[src/rtl/ff_wnd_scan_ctrl.sv]
// Wrapping first-set-bit search over a wide bitmap window, one chunk per cycle
// through a single narrow ff_set priority tree.

module ff_set #(
    parameter int unsigned VECT_WIDTH     = 32,
    parameter int unsigned VECT_IND_WIDTH = 5,
    parameter int unsigned BLOCK_WIDTH    = 2
) (
    input  logic [VECT_WIDTH-1:0]     vect_in,
    output logic                      val_out,
    output logic [VECT_IND_WIDTH-1:0] ind_out
);
    localparam int unsigned LEVELS = $clog2(VECT_WIDTH) / $clog2(BLOCK_WIDTH);

    logic                      v   [VECT_WIDTH];
    logic [VECT_IND_WIDTH-1:0] idx [VECT_WIDTH];
    logic                      nv;
    logic [VECT_IND_WIDTH-1:0] ni;

    // Radix-BLOCK_WIDTH reduction; each node keeps the lowest valid leaf index.
    always_comb begin
        nv = 1'b0;
        ni = '0;
        for (int i = 0; i < int'(VECT_WIDTH); i++) begin
            v[i]   = vect_in[i];
            idx[i] = VECT_IND_WIDTH'(i);
        end
        for (int l = 0; l < int'(LEVELS); l++) begin
            for (int g = 0; g < int'(VECT_WIDTH / BLOCK_WIDTH); g++) begin
                if (g < int'(VECT_WIDTH / (BLOCK_WIDTH ** (l + 1)))) begin
                    nv = 1'b0;
                    ni = '0;
                    for (int j = int'(BLOCK_WIDTH) - 1; j >= 0; j--) begin
                        if (v[g * int'(BLOCK_WIDTH) + j]) begin
                            nv = 1'b1;
                            ni = idx[g * int'(BLOCK_WIDTH) + j];
                        end
                    end
                    v[g]   = nv;
                    idx[g] = ni;
                end
            end
        end
        val_out = v[0];
        ind_out = idx[0];
    end
endmodule

module ff_wnd_scan_ctrl #(
    parameter int unsigned WND_SIZE        = 128,
    parameter int unsigned WND_IND_WIDTH   = 7,
    parameter int unsigned CHUNK_WIDTH     = 32,
    parameter int unsigned CHUNK_IND_WIDTH = 5,
    parameter int unsigned BLOCK_WIDTH     = 2
) (
    input  logic                     clk,
    input  logic                     rst_n,
    input  logic                     req_val,
    output logic                     req_rdy,
    input  logic [WND_SIZE-1:0]      req_wnd,
    input  logic [WND_IND_WIDTH-1:0] req_start,
    output logic                     resp_val,
    input  logic                     resp_rdy,
    output logic                     resp_found,
    output logic [WND_IND_WIDTH-1:0] resp_ind
);
    localparam int unsigned NUM_CHUNKS = WND_SIZE / CHUNK_WIDTH;
    localparam int unsigned CUR_W      = $clog2(NUM_CHUNKS);
    localparam int unsigned PASS_W     = $clog2(NUM_CHUNKS + 1);

    typedef enum logic [1:0] {IDLE, SCAN, RESP} state_t;

    state_t                       state, state_nxt;
    logic [WND_SIZE-1:0]          wnd, wnd_nxt;
    logic [CUR_W-1:0]             cur, cur_nxt;
    logic [PASS_W-1:0]            pass, pass_nxt;
    logic [CHUNK_IND_WIDTH-1:0]   off, off_nxt;
    logic                         found_nxt, rdy_nxt, val_nxt;
    logic [WND_IND_WIDTH-1:0]     ind_nxt;
    logic [CHUNK_WIDTH-1:0]       slice, hi_mask, masked;
    logic                         last_pass, hit;
    logic [CHUNK_IND_WIDTH-1:0]   hit_ind;

    ff_set #(
        .VECT_WIDTH    (CHUNK_WIDTH),
        .VECT_IND_WIDTH(CHUNK_IND_WIDTH),
        .BLOCK_WIDTH   (BLOCK_WIDTH)
    ) u_ff_set (
        .vect_in(masked),
        .val_out(hit),
        .ind_out(hit_ind)
    );

    always_ff @(posedge clk) begin
        if (!rst_n) begin
            state      <= IDLE;
            wnd        <= '0;
            cur        <= '0;
            pass       <= '0;
            off        <= '0;
            req_rdy    <= 1'b0;
            resp_val   <= 1'b0;
            resp_found <= 1'b0;
            resp_ind   <= '0;
        end else begin
            state      <= state_nxt;
            wnd        <= wnd_nxt;
            cur        <= cur_nxt;
            pass       <= pass_nxt;
            off        <= off_nxt;
            req_rdy    <= rdy_nxt;
            resp_val   <= val_nxt;
            resp_found <= found_nxt;
            resp_ind   <= ind_nxt;
        end
    end

    // First visit of the start chunk drops bits below off; the wrap-around revisit keeps only those.
    always_comb begin
        slice   = wnd[{cur, CHUNK_IND_WIDTH'(0)} +: CHUNK_WIDTH];
        hi_mask = {CHUNK_WIDTH{1'b1}} << off;
        if (pass == '0) begin
            masked = slice & hi_mask;
        end else if (pass == PASS_W'(NUM_CHUNKS)) begin
            masked = slice & ~hi_mask;
        end else begin
            masked = slice;
        end
        last_pass = (off == '0) ? (pass == PASS_W'(NUM_CHUNKS - 1))
                                : (pass == PASS_W'(NUM_CHUNKS));
    end

    always_comb begin
        state_nxt = state;
        wnd_nxt   = wnd;
        cur_nxt   = cur;
        pass_nxt  = pass;
        off_nxt   = off;
        found_nxt = resp_found;
        ind_nxt   = resp_ind;
        unique case (state)
            IDLE: begin
                if (req_val && req_rdy) begin
                    wnd_nxt   = req_wnd;
                    cur_nxt   = req_start[WND_IND_WIDTH-1:CHUNK_IND_WIDTH];
                    off_nxt   = req_start[CHUNK_IND_WIDTH-1:0];
                    pass_nxt  = '0;
                    state_nxt = SCAN;
                end
            end
            SCAN: begin
                if (hit) begin
                    found_nxt = 1'b1;
                    ind_nxt   = {cur, hit_ind};
                    state_nxt = RESP;
                end else if (last_pass) begin
                    found_nxt = 1'b0;
                    ind_nxt   = '0;
                    state_nxt = RESP;
                end else begin
                    cur_nxt  = (cur == CUR_W'(NUM_CHUNKS - 1)) ? '0 : cur + CUR_W'(1);
                    pass_nxt = pass + PASS_W'(1);
                end
            end
            RESP: begin
                if (resp_rdy) begin
                    state_nxt = IDLE;
                end
            end
            default: state_nxt = IDLE;
        endcase
        rdy_nxt = (state_nxt == IDLE);
        val_nxt = (state_nxt == RESP);
    end
endmodule

[config.mk]
export PLATFORM = sky130hd
export DESIGN_NAME = ff_wnd_scan_ctrl
export DESIGN_NICKNAME = d
export VERILOG_FILES = /design/src/rtl/ff_wnd_scan_ctrl.sv
export SDC_FILE = /design/constraint.sdc
export NUM_CORES = 1
export LEC_CHECK = 0
export CORE_UTILIZATION = 52
export DETAILED_ROUTE_END_ITERATION = 12
export GPL_TIMING_DRIVEN = 0
export PLACE_DENSITY = 0.8
export SLEW_MARGIN = 25
export SYNTH_ARGS = -nofsm -noshare
export SYNTH_HDL_FRONTEND = slang
export SYNTH_HIERARCHICAL = 1
export SYNTH_SLANG_ARGS = --single-unit
[constraint.sdc]
create_clock -name clk -period 3.7 [get_ports clk]
set_input_delay 0.74 -clock clk [delete_from_list [all_inputs] [get_ports clk]]
set_output_delay 0.74 -clock clk [all_outputs]
set_load 0.05 [all_outputs]
# Word level (Yosys, flattened, before mapping)
# Cells that the tools add are included.
# totals
ff_bits	150
input_bits	139
output_inout_bits	10
elab_cells	180
# op_classes
n_addsub	2
n_eq_ne	9
shift	2
mux	145
n_bitwise	3
n_reduce_logical	10
# ops
cell	count
$mux 5	32
$shiftx 128x8->32	1
$mux 1	67
$and 32x32->32	2
$mux 32	2
$mux 4	16
$mux 3	11
$not 32->32	1
$shl 32x5->32 const A	1
$mux 2	12
$mux 7	2
$eq 2x2->1 const B	3
$ne 2x2->1 const B	3
$pmux 2 s3	1
$pmux 3 s2	1
$logic_not 5->1	1
$logic_not 2->1	2
$pmux 2 s2	1
$reduce_and 2->1	2
$reduce_and 4->1	1
$reduce_bool 2->1	2
$add 3x1->3 const B	1
$eq 3x2->1 const B	1
$eq 3x3->1 const B	1
4 further kinds	4

# Depth between registers and ports, before layout
# logic_depth
word_depth	18
ltp_mapped	13
depth_no_buf	11

# Cells and area by module
# The synthesis kept the hierarchy.
# by_module_without_submodules
mod	n_inst	cells_each	area_each_um2	seq_area_each_um2
ff_wnd_scan_ctrl	1	809	7263.2	3002.9
ff_set	1	64	377.9	0.0

# Least setup slack after synthesis
# Ideal clock, no wire load.
# synth_path
kind	register to register
from	register cur[0]
to	register cur[0]
setup_time_ps	72
arrival_time_ps	2922
required_time_ps	3628
path_slack_ps	707
path_stages_with_launch	11
n_path_buf	2
period_less_slack_ps	2993
path_cell_list	dfxtp_1 > buf_4 > buf_4 > mux4_2 > a21boi_0 > or4_4 > nor3_4 > nand2b_1 > a311o_2 > o21ai_4 > mux2i_1
# synth_between
elab_cells_between_ends	75
cone_classes	add/sub: 1; eq/ne: 2; shift: 1; mux: 68; bitwise: 2; reduce/logical: 1
# synth_rtl
item	line_no	text
start, declared	75	logic [CUR_W-1:0] cur, cur_nxt;
start signal, assigned	108	cur <= cur_nxt;
$shiftx 128x8->32 (*)	120	slice = wnd[{cur, CHUNK_IND_WIDTH'(0)} +: CHUNK_WIDTH];
$and 32x32->32	125	masked = slice & ~hi_mask;
$mux 32	124	end else if (pass == PASS_W'(NUM_CHUNKS)) begin
$mux 32 (*)	122	if (pass == '0) begin
net masked[22]	80	logic [CHUNK_WIDTH-1:0] slice, hi_mask, masked;
$mux 1 (*) (8 in a row)	34	if (v[g * int'(BLOCK_WIDTH) + j]) begin
net hit	81	logic last_pass, hit;
$ne 2x2->1 (no line) (*)	-	
$reduce_and 4->1 (no line) (*)	-	
# The timed path passes the listed nets; every way through them passes the cells marked *. The select of a mux whose other input is x is not followed.
# A chain may end at the register's enable or synchronous reset.

# Worst setup path in the final report
# layout_path
from	register cur[0]
to	register pass[2]
# layout_between
elab_cells_between_ends	69
cone_classes	eq/ne: 1; shift: 1; mux: 64; bitwise: 2; reduce/logical: 1
# layout_rtl
item	line_no	text
$shiftx 128x8->32 (*)	120	
$and 32x32->32	125	
$mux 32	124	
$mux 32 (*)	122	
net masked[14]	80	
$mux 1 (*) (8 in a row)	34	
net hit	81	
$ne 2x2->1 (no line) (*)	-	
$reduce_and 4->1 (no line) (*)	-	
end signal, assigned	109	pass <= pass_nxt;
end, declared	76	logic [PASS_W-1:0] pass, pass_nxt;
# The timed path passes the listed nets; every way through them passes the cells marked *.

==> metrics.txt <==
status=completed; Final Cycle Share=approximately 95%; Synth Cell Area=around 7600 µm²; largest net degree at the start of global routing=17; total track usage=a little under a third; first-pass GRT wire length=approximately 34 mm; CP max-delay cell=mux4_2; clock sinks=150; RSZ-0062 raised after global routing=no; Pwr per Cell Area=roughly 460 nW/µm²; switching share of power=27.2%; Slew headroom=between 50% and 60%; Clock transition at path regs=around 0.070 ns; CP Launch Type=register; Setup Skew=about 0.014 ns; Peak supply drop=~0.34 mV; Largest stage delay, worst path=a little under 0.6 ns; ys async rst share=0%; Post-DRT Antenna Nets=0; num ports=roughly 150; Gate power share=~20%; Skew-Pair Late Insertion Delay=around 0.44 ns; iteration count of the initial detailed-routing pass=5; WL/cell=~18 µm; die width=~120 µm; max_cap viols=0; Switching Power=between 1 and 1.5 mW; I/O Buffers=between 100 and 150; Synth Flop Type=dfxtp_1; CTS Buf Count=17; antenna violations before repair=1; Syn Inst Count=between 800 and 900; layout cell share with drive strength beyond 1=11.4%; detailed-route wire length=roughly 22 mm; GR Overflow Total=0; Root Driver=clkbuf_16; nets=between 1000 and 1500; worst-path fanout max=10; YS warnings=6; Min Clock Period, post-route=around 3.5 ns; Distinct cells, synth=52; Max Fclk=0.285 GHz; DR vias/cell=about 5.6; Min-Delay Path Class=register to register; Slew Viols, Final=0; CTS tree=yes; initial DRC count=523; H-tree levels=4; Seq pwr share=between 30% and 40%; #FFs+latches synth=150; Rows=43; core box area=~14000 µm²; Buf/Inv on CP=2; Clock Tree Buf Depth=2; die height=between 100 and 150 µm; sequential area share after synthesis=39.3%; initial cell density of the core=approximately 54%; vias=around 6900; Util after Layout=a little over two thirds; Clock power frac=roughly two fifths; CP Cell Sequence=buf_4, buf_4, mux4_2, a21boi_0, nor4_1, and2_1, nand3_2, nand2b_1, a311oi_1, a211oi_1, o21a_1; Mapped Avg Cell Area=8.75 µm²; Fin Setup TNS=0 ns; Crit path max-delay family=simple AND/OR/NAND/NOR gates; CP Class=register to register; Final Wtd Congestion=slightly below 1; synth-to-layout area growth=30.6%; EDFF count, synth=0; die area=15200 µm²; Worst Max-Slew Pin Slew=approximately 0.66 ns; vias in the first global route=between 6000 and 7000; synthesized net count=just over 1000; crit-path most repeated cell=buf_4; Lkg Pwr=3.53 nW; Setup crit end kind=register; final count of hold timing violations=0; DP HPWL=16.5 mm; CTS resizes=0; Remaining DRCs=0; CP required=roughly 4 ns; Data arrival, critical path=about 3.8 ns; final setup vio count=0; internal power=around 3.3 mW
==> per-stage QoR <==
step	std cells	cell area (µm²)	worst slack, ns	hold slack, ns	power [mW]
floorplan	873	7640	0.707	0.432	2.35
global placement	1200	9340	0.297	0.439	2.70
detailed placement	1200	9340	0.292	0.442	2.71
CTS	1230	9980	0.241	0.450	4.59
global route	1230	9980	0.00928	0.465	4.76
finish	1231	9980	0.187	0.451	4.60
==> final timing paths <==
check,depth (start not counted),slack (ns),endpoint,start
min reg2reg,2,0.45,wnd[64]$_SDFFE_PN0P_,wnd[64]$_SDFFE_PN0P_
min,2,0.45,wnd[64]$_SDFFE_PN0P_,wnd[64]$_SDFFE_PN0P_
max reg2reg,11,0.19,pass[2]$_SDFFE_PN0P_,cur[0]$_SDFFE_PN0P_
max,11,0.19,pass[2]$_SDFFE_PN0P_,cur[0]$_SDFFE_PN0P_
==> power groups by stage <==
stage          Sequential (mW)  Clock, mW  Combinational (mW)
2_1_floorplan             1.81          0               0.540
3_3_place_gp              1.80          0               0.902
3_5_place_dp              1.80          0               0.911
4_1_cts                   1.77       1.90               0.919
5_1_grt                   1.78       1.98               0.998
6_report                  1.77       1.90               0.931
==> routing by layer <==
layer  track usage (%)  part of all wire (%)  vias to the layer above
li1                  -                     -                     3311
met1              41.1                    44                     3233
met2              48.2                    46                      282
met3              6.46                   7.5                       43
met4              11.1                   2.3                        0
met5                 0                     0                        -
==> repair_timing <==
action | CTS | global route
hold buffers | 0 | 0
buffers inserted | 0 | 0
endpoints found under the setup margin | 0 | 2
==> sequential cells by signal, indices dropped and copies added, names as in the netlist <==
register and flops:
resp_ind 7, req_rdy 1, resp_val 1, cur 2, resp_found 1, off 5
pass 3, wnd 128, state 2
==> worst reg2reg max path: stages, from the launching register on <==
cell      delay [ns]
dfxtp_1         0.35
buf_4           0.22
buf_4           0.27
mux4_2          0.59
a21boi_0        0.19
nor4_1          0.40
and2_1          0.23
nand3_2         0.15
nand2b_1        0.25
a311oi_1        0.44
a211oi_1        0.15
o21a_1          0.18
==> kinds of logic after synthesis <==
kind of cell / after synthesis / share of synthesized area [%]
buffers and inverters: 81 / 5.52
xor gates and xnor gates: 31 / 3.55
DFF: 150 / 39.3
AOI/OAI and AO/OA: 229 / 22.3
muxes: 34 / 9.69
and+or+nand+nor: 344 / 19.0
adders and majority gates: 4 / 0.655
==> cell type report <==
cell class | instances | area, µm²
flip-flops and latches | 150 | 3000
well taps | 180 | 225
plain buffers | 71 | 384
multi-input cells | 642 | 4220
repair buffers | 147 | 1470
diodes | 1 | 2.50
clock inverters | 12 | 200
fillers | 1145 | 4120
clock buffers | 18 | 439
inverters | 10 | 37.5
==> placed cells by master, fill, tap and decap left out, types with 3 or more instances in the layout <==
master	n
o31ai_1	3
nand3_1	4
nor3_1	8
buf_2	24
ha_1	4
clkbuf_1	29
clkinv_2	3
a31oi_1	3
dfxtp_1	150
a21boi_1	63
a32o_1	7
o211ai_1	3
clkbuf_16	17
a21boi_0	105
mux4_2	32
and2_1	4
bufinv_16	5
buf_4	9
o21ai_0	12
nand2_1	281
inv_1	10
nor4_2	4
o21a_1	3
clkdlybuf4s50_1	147
nor3_4	3
a21oi_1	15
nor2_1	20
buf_6	7
xnor2_1	30
nand2b_1	7
==> synthesized netlist by cell type, types with 3 or more instances <==
cell type	number	area share, %
o211ai_1	3	0.29
xnor2_1	30	3.4
a31oi_1	3	0.25
nor4_2	4	0.66
buf_4	9	0.88
nand3_1	4	0.26
and2_1	4	0.33
dfxtp_1	150	39
nor2_1	20	0.98
a32o_1	7	0.92
nor3_4	3	0.64
inv_1	10	0.49
nand2_1	281	14
mux4_2	32	9.4
o21ai_0	12	0.79
o21a_1	3	0.29
nor3_1	8	0.52
o31ai_1	3	0.29
clkbuf_1	29	1.4
a21boi_1	63	6.2
buf_6	7	1.0
ha_1	4	0.66
a21boi_0	105	10
buf_2	24	1.6
nand2b_1	7	0.57
a21oi_1	15	0.98
Power figures use the tool's default switching activity.
